### config.mk
export PLATFORM = sky130hd
export DESIGN_NAME = load_mem_unit_flat
export DESIGN_NICKNAME = d
export VERILOG_FILES = /design/src/rtl/cpu_pkg.sv /design/src/rtl/load_mem_unit_if.sv /design/src/rtl/load_align.sv /design/src/rtl/load_mem_unit.sv /design/src/flat_wrapper.sv
export SDC_FILE = /design/constraint.sdc
export NUM_CORES = 1
export LEC_CHECK = 0
export CORE_MARGIN = 4
export CORE_UTILIZATION = 37
export CTS_CLUSTER_DIAMETER = 60
export DETAILED_ROUTE_END_ITERATION = 10
export GPL_TIMING_DRIVEN = 0
export PLACE_DENSITY = 0.74
export SYNTH_ARGS = -nofsm -noshare
export SYNTH_HDL_FRONTEND = slang
export SYNTH_HIERARCHICAL = 1
export SYNTH_SLANG_ARGS = --single-unit
### constraint.sdc
create_clock -name clock -period 5.4 [get_ports clock]
set_input_delay 0.81 -clock clock [delete_from_list [all_inputs] [get_ports clock]]
set_output_delay 0.81 -clock clock [all_outputs]
set_load 0.01 [all_outputs]
### src/rtl/cpu_pkg.sv
// Shared load-path types: sub-op codes, ROB tag sentinel, load-unit FSM states and the
// latched load request payload.
package cpu_pkg;

    localparam int unsigned ADDR_W = 32;
    localparam int unsigned DATA_W = 32;
    localparam int unsigned ROB_W  = 6;
    localparam int unsigned SUB_W  = 3;

    localparam logic [6:0]       LOAD_OP     = 7'b0000011;
    localparam logic [ROB_W-1:0] INVALID_ROB = 6'd16;

    localparam logic [SUB_W-1:0] SUB_LB  = 3'b000;
    localparam logic [SUB_W-1:0] SUB_LH  = 3'b001;
    localparam logic [SUB_W-1:0] SUB_LW  = 3'b010;
    localparam logic [SUB_W-1:0] SUB_LBU = 3'b100;
    localparam logic [SUB_W-1:0] SUB_LHU = 3'b101;

    typedef enum logic [1:0] {
        ST_IDLE  = 2'd0,
        ST_REQ   = 2'd1,
        ST_WAIT  = 2'd2,
        ST_BCAST = 2'd3
    } lsu_state_t;

    typedef struct packed {
        logic [ADDR_W-1:0] addr;
        logic [ROB_W-1:0]  rob;
        logic [SUB_W-1:0]  sub;
    } load_req_t;

    // Unlisted sub-op codes behave as LW, so they inherit the word alignment rule.
    function automatic logic is_misaligned(input logic [SUB_W-1:0] sub, input logic [1:0] lo);
        case (sub)
            SUB_LB, SUB_LBU: return 1'b0;
            SUB_LH, SUB_LHU: return lo[0];
            default:         return lo != 2'b00;
        endcase
    endfunction

endpackage

### src/rtl/load_mem_unit_if.sv
// Load unit bus bundle: RS issue handshake, flush, data-memory read port and CDB slot.
interface load_mem_unit_if;
    import cpu_pkg::*;

    logic              loadEnable;
    logic [ADDR_W-1:0] addr_in;
    logic [ROB_W-1:0]  robNum_in;
    logic [SUB_W-1:0]  subType_in;
    logic              busy;
    logic              flush;

    logic              mem_req;
    logic [ADDR_W-1:0] mem_addr;
    logic              mem_ready;
    logic [DATA_W-1:0] mem_rdata;

    logic              cdbReq;
    logic              cdbGrant;
    logic              cdbIscast;
    logic [DATA_W-1:0] cdbData;
    logic [ROB_W-1:0]  cdbRobNum;
    logic              cdbExc;

    modport master (
        input  loadEnable, addr_in, robNum_in, subType_in, flush,
        input  mem_ready, mem_rdata, cdbGrant,
        output busy, mem_req, mem_addr,
        output cdbReq, cdbIscast, cdbData, cdbRobNum, cdbExc
    );

    modport slave (
        output loadEnable, addr_in, robNum_in, subType_in, flush,
        output mem_ready, mem_rdata, cdbGrant,
        input  busy, mem_req, mem_addr,
        input  cdbReq, cdbIscast, cdbData, cdbRobNum, cdbExc
    );

endinterface

### src/rtl/load_align.sv
// Combinational lane select and sign/zero extension of a little-endian memory word.
module load_align
    import cpu_pkg::*;
(
    input  logic [DATA_W-1:0] rdata,
    input  logic [1:0]        lane,
    input  logic [SUB_W-1:0]  sub_type,
    output logic [DATA_W-1:0] value_c
);

    logic [7:0]  byte_v;
    logic [15:0] half_v;

    always_comb begin
        byte_v  = rdata[7:0];
        half_v  = lane[1] ? rdata[31:16] : rdata[15:0];
        value_c = rdata;
        case (lane)
            2'd1:    byte_v = rdata[15:8];
            2'd2:    byte_v = rdata[23:16];
            2'd3:    byte_v = rdata[31:24];
            default: byte_v = rdata[7:0];
        endcase
        case (sub_type)
            SUB_LB:  value_c = {{(DATA_W-8){byte_v[7]}}, byte_v};
            SUB_LH:  value_c = {{(DATA_W-16){half_v[15]}}, half_v};
            SUB_LBU: value_c = {{(DATA_W-8){1'b0}}, byte_v};
            SUB_LHU: value_c = {{(DATA_W-16){1'b0}}, half_v};
            default: value_c = rdata;
        endcase
    end

endmodule

### src/rtl/load_mem_unit.sv
// Single-entry load unit: RS issue -> word read -> align/extend -> CDB broadcast.
// Optional LOAD_MISALIGN_TRAP_EN: misaligned LH/LHU/LW skip memory and broadcast cdbExc=1.
module load_mem_unit
    import cpu_pkg::*;
(
    input logic             clock,
    input logic             reset,
    load_mem_unit_if.master lsu
);

    lsu_state_t        state_q, state_d;
    load_req_t         req_q;
    logic              squash_q, squash_d;
    logic              mis_q, mis_d, mis_new_c;
    logic              issue_c;
    logic              busy_q, mem_req_q, cdb_req_q, cdb_exc_q;
    logic [DATA_W-1:0] data_q, align_c;

`ifdef LOAD_MISALIGN_TRAP_EN
    assign mis_new_c = is_misaligned(lsu.subType_in, lsu.addr_in[1:0]);
`else
    assign mis_new_c = 1'b0;
`endif

    load_align u_align (
        .rdata    (lsu.mem_rdata),
        .lane     (req_q.addr[1:0]),
        .sub_type (req_q.sub),
        .value_c  (align_c)
    );

    // Next state; a squashed or untagged load still finishes its memory handshake.
    always_comb begin
        state_d  = state_q;
        squash_d = squash_q;
        mis_d    = mis_q;
        issue_c  = 1'b0;
        case (state_q)
            ST_IDLE: begin
                if (lsu.loadEnable && !lsu.flush) begin
                    issue_c  = 1'b1;
                    squash_d = 1'b0;
                    mis_d    = mis_new_c;
                    state_d  = ST_REQ;
                end
            end
            ST_REQ, ST_WAIT: begin
                if (mis_q || lsu.mem_ready) begin
                    if (lsu.flush || squash_q || req_q.rob == INVALID_ROB) begin
                        state_d = ST_IDLE;
                    end else begin
                        state_d = ST_BCAST;
                    end
                end else begin
                    squash_d = squash_q | lsu.flush;
                    state_d  = ST_WAIT;
                end
            end
            ST_BCAST: begin
                if (lsu.flush || lsu.cdbGrant) begin
                    state_d = ST_IDLE;
                end
            end
            default: state_d = ST_IDLE;
        endcase
    end

    always_ff @(posedge clock) begin
        if (!reset) begin
            state_q   <= ST_IDLE;
            req_q     <= '{addr: '0, rob: INVALID_ROB, sub: SUB_LW};
            squash_q  <= 1'b0;
            mis_q     <= 1'b0;
            busy_q    <= 1'b0;
            mem_req_q <= 1'b0;
            cdb_req_q <= 1'b0;
            cdb_exc_q <= 1'b0;
            data_q    <= '0;
        end else begin
            state_q   <= state_d;
            squash_q  <= squash_d;
            mis_q     <= mis_d;
            busy_q    <= state_d != ST_IDLE;
            mem_req_q <= (state_d == ST_REQ || state_d == ST_WAIT) && !mis_d;
            cdb_req_q <= state_d == ST_BCAST;
            cdb_exc_q <= (state_d == ST_BCAST) && mis_q;
            if (issue_c) begin
                req_q <= '{addr: lsu.addr_in, rob: lsu.robNum_in, sub: lsu.subType_in};
            end
            // Result is frozen on entry to BCAST; a trapped load broadcasts zero.
            if (state_d == ST_BCAST && state_q != ST_BCAST) begin
                data_q <= mis_q ? '0 : align_c;
            end
        end
    end

    assign lsu.busy      = busy_q;
    assign lsu.mem_req   = mem_req_q;
    assign lsu.mem_addr  = {req_q.addr[ADDR_W-1:2], 2'b00};
    assign lsu.cdbReq    = cdb_req_q;
    assign lsu.cdbIscast = (state_q == ST_BCAST) && lsu.cdbGrant && !lsu.flush;
    assign lsu.cdbData   = data_q;
    assign lsu.cdbRobNum = req_q.rob;
    assign lsu.cdbExc    = cdb_exc_q;

endmodule

### src/flat_wrapper.sv
// flat-port wrapper written by rule: the top's interface ports become plain ports
module load_mem_unit_flat import cpu_pkg::*;
  (clock, reset, lsu_loadEnable, lsu_addr_in, lsu_robNum_in, lsu_subType_in, lsu_flush, lsu_mem_ready, lsu_mem_rdata, lsu_cdbGrant, lsu_busy, lsu_mem_req, lsu_mem_addr, lsu_cdbReq, lsu_cdbIscast, lsu_cdbData, lsu_cdbRobNum, lsu_cdbExc);
  load_mem_unit_if lsu_i ();
  input logic clock;
  input logic reset;
  input wire logic [$bits(lsu_i.loadEnable)-1:0] lsu_loadEnable;
  input wire logic [$bits(lsu_i.addr_in)-1:0] lsu_addr_in;
  input wire logic [$bits(lsu_i.robNum_in)-1:0] lsu_robNum_in;
  input wire logic [$bits(lsu_i.subType_in)-1:0] lsu_subType_in;
  input wire logic [$bits(lsu_i.flush)-1:0] lsu_flush;
  input wire logic [$bits(lsu_i.mem_ready)-1:0] lsu_mem_ready;
  input wire logic [$bits(lsu_i.mem_rdata)-1:0] lsu_mem_rdata;
  input wire logic [$bits(lsu_i.cdbGrant)-1:0] lsu_cdbGrant;
  output wire logic [$bits(lsu_i.busy)-1:0] lsu_busy;
  output wire logic [$bits(lsu_i.mem_req)-1:0] lsu_mem_req;
  output wire logic [$bits(lsu_i.mem_addr)-1:0] lsu_mem_addr;
  output wire logic [$bits(lsu_i.cdbReq)-1:0] lsu_cdbReq;
  output wire logic [$bits(lsu_i.cdbIscast)-1:0] lsu_cdbIscast;
  output wire logic [$bits(lsu_i.cdbData)-1:0] lsu_cdbData;
  output wire logic [$bits(lsu_i.cdbRobNum)-1:0] lsu_cdbRobNum;
  output wire logic [$bits(lsu_i.cdbExc)-1:0] lsu_cdbExc;
  assign lsu_i.loadEnable = lsu_loadEnable;
  assign lsu_i.addr_in = lsu_addr_in;
  assign lsu_i.robNum_in = lsu_robNum_in;
  assign lsu_i.subType_in = lsu_subType_in;
  assign lsu_i.flush = lsu_flush;
  assign lsu_i.mem_ready = lsu_mem_ready;
  assign lsu_i.mem_rdata = lsu_mem_rdata;
  assign lsu_i.cdbGrant = lsu_cdbGrant;
  assign lsu_busy = lsu_i.busy;
  assign lsu_mem_req = lsu_i.mem_req;
  assign lsu_mem_addr = lsu_i.mem_addr;
  assign lsu_cdbReq = lsu_i.cdbReq;
  assign lsu_cdbIscast = lsu_i.cdbIscast;
  assign lsu_cdbData = lsu_i.cdbData;
  assign lsu_cdbRobNum = lsu_i.cdbRobNum;
  assign lsu_cdbExc = lsu_i.cdbExc;
  load_mem_unit u_core (.clock(clock), .reset(reset), .lsu(lsu_i));
endmodule
== Word level (Yosys, flattened, before mapping) ==
Index checks and enable logic that the tools add are counted.

* Reduce and logical (&&, ||, !) cells: 19
* Bitwise logic cells: 1
* Eq/ne operators: 16
* Muxes and demuxes: 16

{| class="wikitable"
|+ Operators with widths
! operator !! count
|-
| case mux 32 bit (4 select lines) || 1
|-
| two-way mux 32 bit || 1
|-
| case mux 8 bit (3 select lines) || 1
|-
| two-way mux 16 bit || 1
|-
| equality test 2 bit, second input constant || 6
|-
| two-way mux 2 bit || 4
|-
| equality test 2 x 1 -> 1 bit, second input constant || 3
|-
| equality test 3 bit, second input constant || 2
|-
| equality test 6 x 5 -> 1 bit, second input constant || 1
|-
| logical AND 1 bit || 6
|-
| two-way mux 1 bit || 6
|-
| case mux 2 bit (3 select lines) || 1
|-
| logical OR 1 bit || 5
|-
| inequality test 2 bit, second input constant || 2
|-
| nonzero test 2 bit || 2
|-
| equality test 3 x 1 -> 1 bit, second input constant || 1
|-
| logical NOT 3 bit || 1
|-
| AND reduction 3 bit || 1
|-
| logical NOT 1 bit || 2
|-
| logical NOT 2 bit || 1
|-
| inequality test 2 x 1 -> 1 bit, second input constant || 1
|-
| case mux 1 bit (2 select lines) || 1
|-
| OR reduction 2 bit || 1
|-
| bitwise OR 1 bit || 1
|}

* Word-level logic and storage cells: 63
* Flip-flop bits (word level): 81
* Output and inout port bits: 75

== Longest topological paths before layout ==
Gate-level depths: netlist of run 1.

* Word-level depth: 8
* Mapped depth: 11
* Mapped depth without buffers: 9

== By module ==
Netlist of run 1, hierarchy kept.

{| class="wikitable"
|+ By module, submodules not included
! module !! times used !! seq. area each (sq um) !! area each (sq um) !! cells each
|-
| load_mem_unit || 1 || 1,621.6 || 3,375.7 || 409
|-
| load_align || 1 || 0.0 || 649.4 || 110
|}

== Worst setup path after synthesis of run 1 ==
Ideal clock, no wire load.

* Path kind: input to register
* Start: input port lsu_flush
* End: register u_core.data_q[7] (netlist: u_core/lsu.cdbData[7])
* Path buffers: 2
* Cell stages on the path: 9
* Data arrival time: 2,218 ps
* Setup slack: 3,112 ps
* Cells stage by stage: nor3b_1 mux2i_1 o22ai_1 ha_1 nor2b_1 clkbuf_1 buf_2 nand3b_1 a21oi_1

* Cells in the longest elaborated chain, start to end: 7
* Elaborated cells on any way between the ends: 12
* Classes of those cells: eq/ne: 1; mux: 5; reduce/logical: 6

{| class="wikitable"
|+ Ends and longest elaborated chain
! element !! line !! text
|-
| from (decl) || flat_wrapper.sv:11 || <nowiki>input wire logic [$bits(lsu_i.flush)-1:0] lsu_flush;</nowiki>
|-
| logical OR 1 bit (2 in a row) || load_mem_unit.sv:49 || <nowiki>if (lsu.flush || squash_q || req_q.rob == INVALID_ROB) begin</nowiki>
|-
| two-way mux 2 bit || load_mem_unit.sv:49 ||
|-
| two-way mux 2 bit || load_mem_unit.sv:48 || <nowiki>if (mis_q || lsu.mem_ready) begin</nowiki>
|-
| case mux 2 bit (3 select lines) (*) || load_mem_unit.sv:38 || <nowiki>case (state_q)</nowiki>
|-
| via u_core.state_d[1] || load_mem_unit.sv:11 || <nowiki>lsu_state_t state_q, state_d;</nowiki>
|-
| equality test 2 bit (*) || load_mem_unit.sv:91 || <nowiki>if (state_d == ST_BCAST && state_q != ST_BCAST) begin</nowiki>
|-
| logical AND 1 bit (*) || load_mem_unit.sv:91 ||
|-
| to (signal assigned) || load_mem_unit.sv:92 || <nowiki>data_q <= mis_q ? '0 : align_c;</nowiki>
|-
| to (decl) || load_mem_unit.sv:17 || <nowiki>logic [DATA_W-1:0] data_q, align_c;</nowiki>
|}

The timed path passes the listed nets; every way through them passes the cells marked *.
A chain may end at the register's enable or synchronous reset.

== Final worst setup path of run 1 ==
* Start: input port lsu_flush
* End: output port lsu_cdbIscast

* Cells in the longest elaborated chain, start to end: 2

{| class="wikitable"
|+ Ends and longest elaborated chain
! element !! line !! text
|-
| logical NOT 1 bit || load_mem_unit.sv:101 || <nowiki>assign lsu.cdbIscast = (state_q == ST_BCAST) && lsu.cdbGrant && !lsu.flush;</nowiki>
|-
| logical AND 1 bit || load_mem_unit.sv:101 ||
|-
| to (decl) || flat_wrapper.sv:19 || <nowiki>output wire logic [$bits(lsu_i.cdbIscast)-1:0] lsu_cdbIscast;</nowiki>
|}

No other way between the ends.

==> results of run 1 <==
## power groups by stage
stage | clock, W | sequential [W] | combinational, W
after floorplan | 0 | 0.000661 | 0.000179
after global placement | 0 | 0.000658 | 0.000336
after detailed placement | 0 | 0.000660 | 0.000341
after CTS | 0.000493 | 0.000646 | 0.000343
after global routing | 0.000522 | 0.000650 | 0.000374
final | 0.000478 | 0.000645 | 0.000341
## final timing paths
kind / from / end
setup / recovery: lsu_flush / lsu_cdbIscast
hold / removal: u_core/lsu.cdbData[18] / u_core/lsu.cdbData[18]
setup reg to reg: u_core/state_q[1] / u_core/lsu.cdbData[10]
hold reg to reg: u_core/lsu.cdbData[18] / u_core/lsu.cdbData[18]
## logic make-up after synthesis
logic type                 after synthesis
DFF                                     81
other                                    1
and+or+nand+nor                        226
adders and majority gates                5
AOI/OAI and AO/OA                      116
buffers and inverters                   80
muxes                                   10
## placed cells by master (no fill, tap or decap), drive strengths merged, types with 2 or more instances in the layout
| cell type | netlist | routed |
|---|---|---|
| nand2 | 164 | 164 |
| mux2i | 2 | 2 |
| a21oi | 75 | 75 |
| inv | 5 | 5 |
| and3 | 3 | 3 |
| clkdlybuf4s50 | 0 | 151 |
| clkbuf | 23 | 35 |
| ha | 5 | 5 |
| nand3b | 34 | 34 |
| a22o | 7 | 7 |
| and3b | 2 | 2 |
| o21ai | 11 | 11 |
| buf | 52 | 52 |
| dfxtp | 81 | 81 |
| nand3 | 5 | 5 |
| conb | 1 | 2 |
| nand2b | 3 | 3 |
| nor2b | 4 | 4 |
| a22oi | 13 | 13 |
| nor2 | 6 | 6 |
| clkinvlp | 0 | 2 |
| mux2 | 7 | 7 |
## stage by stage
| stage | cell area (µm²) | util, % | hold WS, ps | setup slack, ps |
|---|---|---|---|---|
| 6_report | 5930 | 56.6 | 454 | 2480 |
| 4_1_cts | 5930 | 56.6 | 457 | 2480 |
| 5_1_grt | 5930 | 56.6 | 469 | 2220 |
| 3_5_place_dp | 5710 | 54.6 | 447 | 2160 |
| 3_3_place_gp | 5710 | 54.6 | 441 | 2210 |
| 2_1_floorplan | 4030 | - | 437 | 3110 |
## area by class of cell
| cell class | count | area (µm²) |
|---|---|---|
| buffer | 75 | 450 |
| sequential | 81 | 1620 |
| fill | 1031 | 4540 |
| timing repair buffer | 151 | 1510 |
| tap | 136 | 170 |
| multi-input combinational | 359 | 1940 |
| inverter | 5 | 18.8 |
| clock buffer | 12 | 165 |
| clock inverter | 4 | 50.0 |
## state kept, by name, summed over array words and instances (netlist names)
name,count
u_core/lsu.cdbExc,1
u_core/lsu.busy,1
u_core/state_q,2
u_core/lsu.cdbReq,1
u_core/req_q,5
u_core/lsu.cdbRobNum,6
u_core/lsu.mem_addr,30
u_core/lsu.cdbData,32
u_core/squash_q,1
u_core/mis_q,1
u_core/lsu.mem_req,1
## layer usage
layer / share of wire, % / up-vias / track usage [%]
met4: 1.5 / 0 / 6.41
met1: 42 / 1832 / 23.6
li1: - / 2029 / -
met3: 11 / 14 / 6.68
met2: 46 / 183 / 31.7
met5: 0 / - / 0
## tightest hold or removal path, delay by kind of cell, from the launching register on
kind,cells,cell delay [ps]
AO/OA/AOI/OAI,1,50
flip-flops,1,310
AND/OR/NAND/NOR,1,50
==> impl_metrics.json, run 1 <==
{
  "finClkSkew_ps": 5.90,
  "hpwl_mm": 9.50,
  "rsz0062_at_grt": "false",
  "dr.pass1.iters": 7,
  "setup_viol": 0,
  "critical_path.max_fanout": 7,
  "ant_nets": 0,
  "synthXorXnorAreaFrac_pct": 0,
  "outcome": "complete, no violations",
  "dp_cells": 807,
  "synth_enable_flop_cells": 0,
  "overflow": 0,
  "nNetsFinal": 766,
  "cts_buffer_depth": 2,
  "yosysTopAreaCell": "dfxtp_1",
  "clk_latency_ps": 360,
  "ir_worst_vdd_mv": 0.155,
  "final-instance-count-excl-fill": 823,
  "maxCapViolCount": 0,
  "synthesis.area_um2": 4030,
  "core-area_um2": 10500,
  "avgSynthCellArea_um2": 7.76,
  "ys_ff_latch": 81,
  "wire_per_inst_um": 14.9,
  "drive_above_1_share_pct": 11.6,
  "antenna_cells": 0,
  "die-width_um": 112,
  "synth-simple-area-share_pct": 26.5,
  "yosysTopAreaCellShare_pct": 40.3,
  "synth.area.top_cells": "dfxtp_1 (40%), nand2_1 (15%), a21oi_1 (9.3%)",
  "power_w": 0.00147,
  "seqPwrFrac_pct": 44.1,
  "h-tree-depth": 3,
  "r2r_setup_slack_ps": 2860,
  "route.detailed.drc": 0,
  "grt_max_degree": 14,
  "finalMaxSlewViolations": 0,
  "ys.flop_type": "dfxtp_1",
  "cts.sinks": 81,
  "drt-vias-per-instance": 4.93,
  "cts_resized": 0,
  "synth_cell_types": 42,
  "vias": 4058,
  "min_path_cells": 2,
  "finalWirelength_mm": 12.3,
  "slew_headroom_pct": 62.2,
  "r2r_cells": 11,
  "worstSetupPathType": "input port to output pin",
  "synth_common_cells": "nand2_1 (164), dfxtp_1 (81), a21oi_1 (75)",
  "period_minus_slack_ps": 2920,
  "cts_setup_buffers": 0,
  "cts_hold_buf": 0,
  "synth_compound_area_share_pct": 16.9,
  "critPathTopFamily": "buffers and inverters",
  "cp.depth": 3,
  "synthMuxAreaShare_pct": 3.02,
  "rows": 37,
  "leakage_nw": 2.30,
  "num_io_pins": 154,
  "io_buffers": 151,
  "min_path_type": "register to register",
  "ys_async_sr_fraction_pct": 0,
  "switching_power_w": 0.000405,
  "grt_pass1_wl_mm": 19.9,
  "worstMarginPinSlew_ps": 567,
  "synth.yosys.seq_area_share_pct": 40.3,
  "p_int_w": 0.00106,
  "cp-end-kind": "output pin",
  "netSwitchingFraction_pct": 27.7,
  "drtIter0Drc": 195,
  "path_buf_inv": 2,
  "die_area_um2": 12600,
  "cts.clk_slew.worst_paths_ps": 80,
  "numCtsBuffers": 9,
  "cp_slowest_cell": "clkdlybuf4s50_1",
  "die_y_um": 112,
  "hold_viol_final": 0,
  "synth_warnings": 6,
  "powerDensity_nw_per_um2": 247,
  "place_congestion": 0.936,
  "cp_data_arrival_time_ps": 2110,
  "cp-start-kind": "input port",
  "antenna_found_initial": 0,
  "grt_pass1_vias": 3955,
  "power_frac_clock_pct": 32.7,
  "synth_top_family_by_area": "simple AND/OR/NAND/NOR gates",
  "finalCritPeriodShare_pct": 54.1,
  "tns_ps": 0,
  "clk_root_buffer_cell": "clkbuf_8",
  "yosysMostFrequentCell": "nand2_1",
  "area_growth_pct": 47.2,
  "synth_adder_area_share_pct": 1.55,
  "start_util_pct": 38.5,
  "max_freq_mhz": 342,
  "path_cells": "clkdlybuf4s50_1 -> and3b_1 -> clkdlybuf4s50_1",
  "critPathMostFrequentCell": "clkdlybuf4s50_1",
  "grt_use_total_pct": 19.3,
  "worstPathRequired_ps": 4590,
  "combPwrFrac_pct": 23.3,
  "synthCells": 519,
  "tritoncts": "yes",
  "cpPeakStageDelay_ps": 550
}
(Power assumes the default switching activity.)
==> run 2, diff against run 1 <==
==> constraint.sdc (replaced) <==
create_clock -name clock -period 2.9 [get_ports clock]
set_input_delay 0.435 -clock clock [delete_from_list [all_inputs] [get_ports clock]]
set_output_delay 0.435 -clock clock [all_outputs]
set_load 0.01 [all_outputs]
==> results of run 2 <==
The final DEF is identical to that of run 1. Status: complete, no violations.
Main changes from that run: setup slack after placement 2160 ps -> 30.9 ps; clock-pin slew on the worst setup and hold paths 80 ps -> 90 ps; setup slack after layout 2480 ps -> 358 ps; start point of the critical path lsu_flush -> u_core/state_q[1]; end point of the critical path lsu_cdbIscast -> u_core/lsu.cdbData[10]; register-to-register setup slack 2860 ps -> 360 ps; total power 0.00147 W -> 0.00273 W; worst IR drop on VDD 0.155 mV -> 0.289 mV
